===== config.mk =====
export PLATFORM = sky130hd
export DESIGN_NAME = pll_reconfig_ctrl
export DESIGN_NICKNAME = d
export VERILOG_FILES = /design/src/rtl/pll_reconfig_ctrl.sv
export SDC_FILE = /design/constraint.sdc
export NUM_CORES = 1
export LEC_CHECK = 0
export BUFFER_PORTS_ARGS = -buffer_cell sky130_fd_sc_hd__buf_2
export CORE_MARGIN = 2
export CORE_UTILIZATION = 44
export DETAILED_ROUTE_END_ITERATION = 8
export PLACE_DENSITY = 0.64
export SYNTH_ARGS = -nofsm -noshare
export SYNTH_HDL_FRONTEND = slang
export SYNTH_SLANG_ARGS = --single-unit

===== constraint.sdc =====
create_clock -name clkin1 -period 3.1 [get_ports clkin1]
set_input_delay 0.62 -clock clkin1 [delete_from_list [all_inputs] [get_ports clkin1]]
set_output_delay 0.62 -clock clkin1 [all_outputs]
set_load 0.02 [all_outputs]

===== src/rtl/pll_reconfig_ctrl.sv =====
// PLL reset/lock sequencer with run-time ratio reconfiguration.
// Runs on the free-running board clock. It holds the PLL in reset, waits for
// lock with a timeout and bounded retries, and qualifies lock stability before
// it raises clk_ok. New divider ratios are loaded through a valid/ready
// handshake, and each load forces a fresh reset/lock cycle.
module pll_reconfig_ctrl #(
  parameter int         RST_CYCLES   = 16,
  parameter int         LOCK_TIMEOUT = 65535,
  parameter int         LOCK_STABLE  = 256,
  parameter int         MAX_RETRY    = 3,
  parameter logic [9:0] DEF_IDIV     = 10'd5,
  parameter logic [9:0] DEF_FDIV     = 10'd72,
  parameter logic [9:0] DEF_ODIV0    = 10'd30,
  parameter logic [9:0] DEF_ODIV1    = 10'd80
) (
  input  logic       clkin1,
  input  logic       rst_n,
  input  logic       cfg_valid,
  output logic       cfg_ready,
  input  logic [9:0] cfg_idiv,
  input  logic [9:0] cfg_fdiv,
  input  logic [9:0] cfg_odiv0,
  input  logic [9:0] cfg_odiv1,
  input  logic       pll_lock,
  output logic       pll_rst,
  output logic       pll_pwd,
  output logic [9:0] dyn_idiv,
  output logic [9:0] dyn_fdiv,
  output logic [9:0] dyn_odiv0,
  output logic [9:0] dyn_odiv1,
  output logic       clk_ok,
  output logic       busy,
  output logic       done,
  output logic       err,
  output logic       lock_lost,
  output logic       failed
);

  localparam int MAX_AB  = (LOCK_TIMEOUT > LOCK_STABLE) ? LOCK_TIMEOUT : LOCK_STABLE;
  localparam int MAX_CNT = (MAX_AB > RST_CYCLES) ? MAX_AB : RST_CYCLES;
  localparam int CW      = $clog2(MAX_CNT + 1);
  localparam int RW      = (MAX_RETRY < 1) ? 1 : $clog2(MAX_RETRY + 1);

  typedef enum logic [2:0] {
    S_RESET, S_WAIT_LOCK, S_STABLE, S_RUN, S_FAIL
  } state_t;

  state_t        state, state_nxt;
  logic          lock_m, lock_s;
  logic [CW-1:0] rst_cnt, rst_cnt_nxt;
  logic [CW-1:0] tmo_cnt, tmo_cnt_nxt;
  logic [CW-1:0] stab_cnt, stab_cnt_nxt;
  logic [RW-1:0] retry, retry_nxt;
  logic          load_cfg, cfg_rej;
  logic          accept, cfg_zero, timeout;

  assign accept   = cfg_valid && cfg_ready;
  assign cfg_zero = (cfg_idiv == '0) || (cfg_fdiv == '0) ||
                    (cfg_odiv0 == '0) || (cfg_odiv1 == '0);
  assign timeout  = (tmo_cnt == CW'(LOCK_TIMEOUT - 1));

  // Status decoded straight from the state register.
  assign cfg_ready = ((state == S_RUN) && lock_s) || (state == S_FAIL);
  assign pll_rst   = (state == S_RESET) || (state == S_FAIL);
  assign pll_pwd   = 1'b0;
  assign busy      = (state == S_RESET) || (state == S_WAIT_LOCK) || (state == S_STABLE);
  assign failed    = (state == S_FAIL);
  // Lock loss is flagged in the same cycle the synced lock drops. Leaving RUN
  // makes it a single-cycle pulse.
  assign lock_lost = (state == S_RUN) && !lock_s;

  // Two-flop synchronizer for the asynchronous PLL lock.
  always_ff @(posedge clkin1) begin
    if (!rst_n) begin
      lock_m <= 1'b0;
      lock_s <= 1'b0;
    end else begin
      lock_m <= pll_lock;
      lock_s <= lock_m;
    end
  end

  // Next-state logic for the sequencer: counter updates, retry and cfg decisions.
  always_comb begin
    state_nxt    = state;
    rst_cnt_nxt  = rst_cnt;
    tmo_cnt_nxt  = tmo_cnt;
    stab_cnt_nxt = stab_cnt;
    retry_nxt    = retry;
    load_cfg     = 1'b0;
    cfg_rej      = 1'b0;
    case (state)
      S_RESET: begin
        if (rst_cnt >= CW'(RST_CYCLES - 1)) begin
          state_nxt   = S_WAIT_LOCK;
          rst_cnt_nxt = '0;
          tmo_cnt_nxt = '0;
        end else begin
          rst_cnt_nxt = rst_cnt + CW'(1);
        end
      end
      S_WAIT_LOCK, S_STABLE: begin
        tmo_cnt_nxt = tmo_cnt + CW'(1);
        if (timeout) begin
          // Timeout wins over any lock transition in the same cycle.
          if (retry < RW'(MAX_RETRY)) begin
            retry_nxt   = retry + RW'(1);
            state_nxt   = S_RESET;
            rst_cnt_nxt = '0;
          end else begin
            state_nxt = S_FAIL;
          end
        end else if (state == S_WAIT_LOCK) begin
          if (lock_s) begin
            // The cycle that first sees lock counts toward stability.
            state_nxt    = S_STABLE;
            stab_cnt_nxt = CW'(1);
          end
        end else if (!lock_s) begin
          state_nxt    = S_WAIT_LOCK;
          stab_cnt_nxt = '0;
        end else if (stab_cnt >= CW'(LOCK_STABLE - 1)) begin
          state_nxt = S_RUN;
        end else begin
          stab_cnt_nxt = stab_cnt + CW'(1);
        end
      end
      S_RUN: begin
        if (!lock_s) begin
          // The PLL relocks on its own, so there is no pll_rst here.
          state_nxt   = S_WAIT_LOCK;
          tmo_cnt_nxt = '0;
          retry_nxt   = '0;
        end else if (accept) begin
          if (cfg_zero) begin
            cfg_rej = 1'b1;
          end else begin
            load_cfg    = 1'b1;
            retry_nxt   = '0;
            state_nxt   = S_RESET;
            rst_cnt_nxt = '0;
          end
        end
      end
      S_FAIL: begin
        if (accept) begin
          if (cfg_zero) begin
            cfg_rej = 1'b1;
          end else begin
            load_cfg    = 1'b1;
            retry_nxt   = '0;
            state_nxt   = S_RESET;
            rst_cnt_nxt = '0;
          end
        end
      end
      default: state_nxt = S_RESET;
    endcase
  end

  // State and counter registers.
  always_ff @(posedge clkin1) begin
    if (!rst_n) begin
      state    <= S_RESET;
      rst_cnt  <= '0;
      tmo_cnt  <= '0;
      stab_cnt <= '0;
      retry    <= '0;
    end else begin
      state    <= state_nxt;
      rst_cnt  <= rst_cnt_nxt;
      tmo_cnt  <= tmo_cnt_nxt;
      stab_cnt <= stab_cnt_nxt;
      retry    <= retry_nxt;
    end
  end

  // Ratio registers. They load only while entering RESET, so pll_rst is high as they change.
  always_ff @(posedge clkin1) begin
    if (!rst_n) begin
      dyn_idiv  <= DEF_IDIV;
      dyn_fdiv  <= DEF_FDIV;
      dyn_odiv0 <= DEF_ODIV0;
      dyn_odiv1 <= DEF_ODIV1;
    end else if (load_cfg) begin
      dyn_idiv  <= cfg_idiv;
      dyn_fdiv  <= cfg_fdiv;
      dyn_odiv0 <= cfg_odiv0;
      dyn_odiv1 <= cfg_odiv1;
    end
  end

  // Registered clk_ok level and done/err pulses, each aligned to the state it reports.
  always_ff @(posedge clkin1) begin
    if (!rst_n) begin
      clk_ok <= 1'b0;
      done   <= 1'b0;
      err    <= 1'b0;
    end else begin
      clk_ok <= (state_nxt == S_RUN);
      done   <= (state_nxt == S_RUN) && (state != S_RUN);
      err    <= cfg_rej || ((state_nxt == S_FAIL) && (state != S_FAIL));
    end
  end

endmodule

==> metrics.txt <==
gr usage total 0.211; Area contributors post-synth dfxtp_1 (43%), nand3_1 (8.2%), o21ai_0 (5.9%); count leader, synth dfxtp_1; Max Clock Skew ~16 ps; DRT antenna net count 0; Synth top cells by count dfxtp_1 (98), nand3_1 (74), o21ai_0 (53); Hold Fails Final Rpt 0; GPL Wtd Cong around 0.8; Final Routed Wirelength roughly 12 mm; worst flop-to-flop path startpoint state[1]$_SDFF_PN0_; Via Count about 4400; worst r2r path cells 5; synthesized flop and latch total between 90 and 100; PortBufs 91; worst min-delay path category flip-flop to flip-flop; clk slew on worst S/H paths roughly 90 ps; initial core utilization 0.458; post-synthesis adder-cell area fraction 0.0161; min cycle time layout 2560 ps; worst ir drop on vdd about 0.24 mV; Die Ht 105 um; # resized after CTS 0; Row Count 36; Post-CTS Setup Inserts 0; post-synth cell types between 50 and 60; CP Launch Type flip-flop; RSZ-0062 raised after global routing false; H-Tree Depth 3; clock buffer depth 2; layout cells sized above 1 0.204; Syn Inst Count approximately 540; final period utilization 0.826; hold buffer count at cts 0; Data required, critical path ~2500 ps; Place WS 601 ps; Post-synth EDFFs 0; DPL Wire Length ~8.2 mm; Worst-Margin Slew roughly 1100 ps; area growth from synthesis to layout 16.4%; sequential share of the synthesized area 0.434; Hold Startpoint lock_m$_SDFF_PN0_; Clock Latency Late Sink between 300 and 400 ps; complex-gate fraction of the synthesized area 0.214; Final setup viols 0; DR iter-0 viols approximately 270; Antenna diodes 0; initial antenna violation count 0; vias per inst roughly 5.8; vias in the first global route roughly 4100; Detailed Routing Iterations Pass 1 5; largest net degree at the start of global routing 41; end of the worst register-to-register path rst_cnt[4]$_SDFFE_PN0P_; Final Worst Setup Slack 540 ps; leading area contributor after synthesis dfxtp_1; CTS buffer count 9; Yosys top cell area share 0.434; CTS sink count 98; post-synthesis async set-or-reset flop share 0; XOR/XNOR share of the synthesized area 0.0272; Ports 93; first-pass GRT wire length approximately 19 mm; crit path DAT roughly 1900 ps; Hold EP lock_s$_SDFF_PN0_; setup tns final 0 ps; CTS tree done; WL per Instance 15.5 um; Syn. warnings 0; fmax approximately 0.39 GHz; DIE WIDTH 105 um; Rel. slew slack 0.286; status complete, no violations; Root Buffer Master clkbuf_8; NumNets Final 663; Avg Cell Area, Syn 8.35 um2; hold depth 1; Syn Std Cell Area 4520 um2; ys flop type dfxtp_1; gr ovfl total 0; Slew Limit Fails 0; post-synthesis mux area share 0.00443; largest family of logic cells by synthesized area simple AND/OR/NAND/NOR gates; final cell count without fillers between 700 and 800; CP Capture Type output port; Post-Synth Simple-Gate Area 0.259; Max FO, Critical Path 11; max_cap viols 0; leakage between 0.0015 and 0.002 uW; placed cells approximately 740; syn_nets 590; DRC Markers 0; core area between 9000 and 10000 um2; Power Density between 400 and 500 nW/um2; critical setup path kind flip-flop to output port; die area between 10000 and 15000 um2; R2R setup slack around 640 ps
[area by class of cell]
class | instances | area [um2]
clock inverters | 5 | 77.6
inverters | 7 | 26.3
clock buffers | 11 | 141
fillers | 938 | 4610
multi-input cells | 397 | 2350
well taps | 133 | 166
flip-flops and latches | 98 | 1960
repair buffers | 101 | 531
[power by group]
part           total [uW]  internal [uW]  switching, uW
registers            1270           1260           5.50
clock network         912            475            438
logic                80.3           31.6           48.7
[logic make-up (layout without fill, tap and decap cells)]
kind of cell | after synthesis | count (layout)
xor+xnor | 14 | 14
mux | 2 | 2
flops | 98 | 98
fa+ha+maj | 6 | 6
other cells | 1 | 1
compound gates | 157 | 157
buf+inv | 46 | 124
simple gates | 217 | 217
[registers in the layout (all words and copies together) (netlist names)]
register,cells
lock_s,1
dyn_fdiv,10
tmo_cnt,16
lock_m,1
retry,2
err,1
dyn_idiv,10
stab_cnt,16
done,1
clk_ok,1
dyn_odiv0,10
state,3
rst_cnt,16
dyn_odiv1,10
[through the flow]
step           power, uW  hold slack (ps)  utilization  cell area, um2
2_1_floorplan       1330              412            -            4520
3_3_place_gp        1380              419        0.511            5040
3_5_place_dp        1380              425        0.511            5040
4_1_cts             2280              445        0.533            5260
5_1_grt             2340              467        0.533            5260
6_report            2260              438        0.533            5260
[critical path, cell delays in order, from the launching register on]
cell	delay [ps]
dfxtp_1	540
or2_1	390
nor2_1	120
a21oi_1	230
inv_1	110
buf_2	190
[layer usage]
metal | global-route usage | share of wire
met4 | 0.0781 | 0.018
met1 | 0.279 | 0.46
met2 | 0.335 | 0.46
met5 | 0 | 0
met3 | 0.0476 | 0.067
[worst max-delay path by stage]
stage,start,to,slack (ps),cells past startpoint
global placement,cfg_fdiv[0],dyn_idiv[0]$_SDFFE_PN1P_,630,7
floorplan,state[0]$_SDFF_PN0_,dyn_fdiv[8]$_SDFFE_PN0P_,1080,9
CTS,state[1]$_SDFF_PN0_,cfg_ready,570,5
finish,state[1]$_SDFF_PN0_,cfg_ready,540,5
detailed placement,cfg_fdiv[0],dyn_idiv[2]$_SDFFE_PN1P_,600,7
global route,state[0]$_SDFF_PN0_,cfg_ready,420,5
[cells in the final DEF (no fill, tap or decap), drive strengths merged, types with 4 or more instances in the layout]
cell type  count
buf          101
dfxtp         98
nand3         74
o21ai         55
a21oi         52
nor2          31
nand2         23
nor4          21
o21a          12
nand4         11
clkbuf        11
xnor2          9
and2           9
a211oi         9
or3            8
nor3           8
and3           7
inv            7
and4           6
xor2           5
ha             5
or4            5
o2111ai        4
o211ai         4
Note: power is estimated with default switching activity, not from simulation.
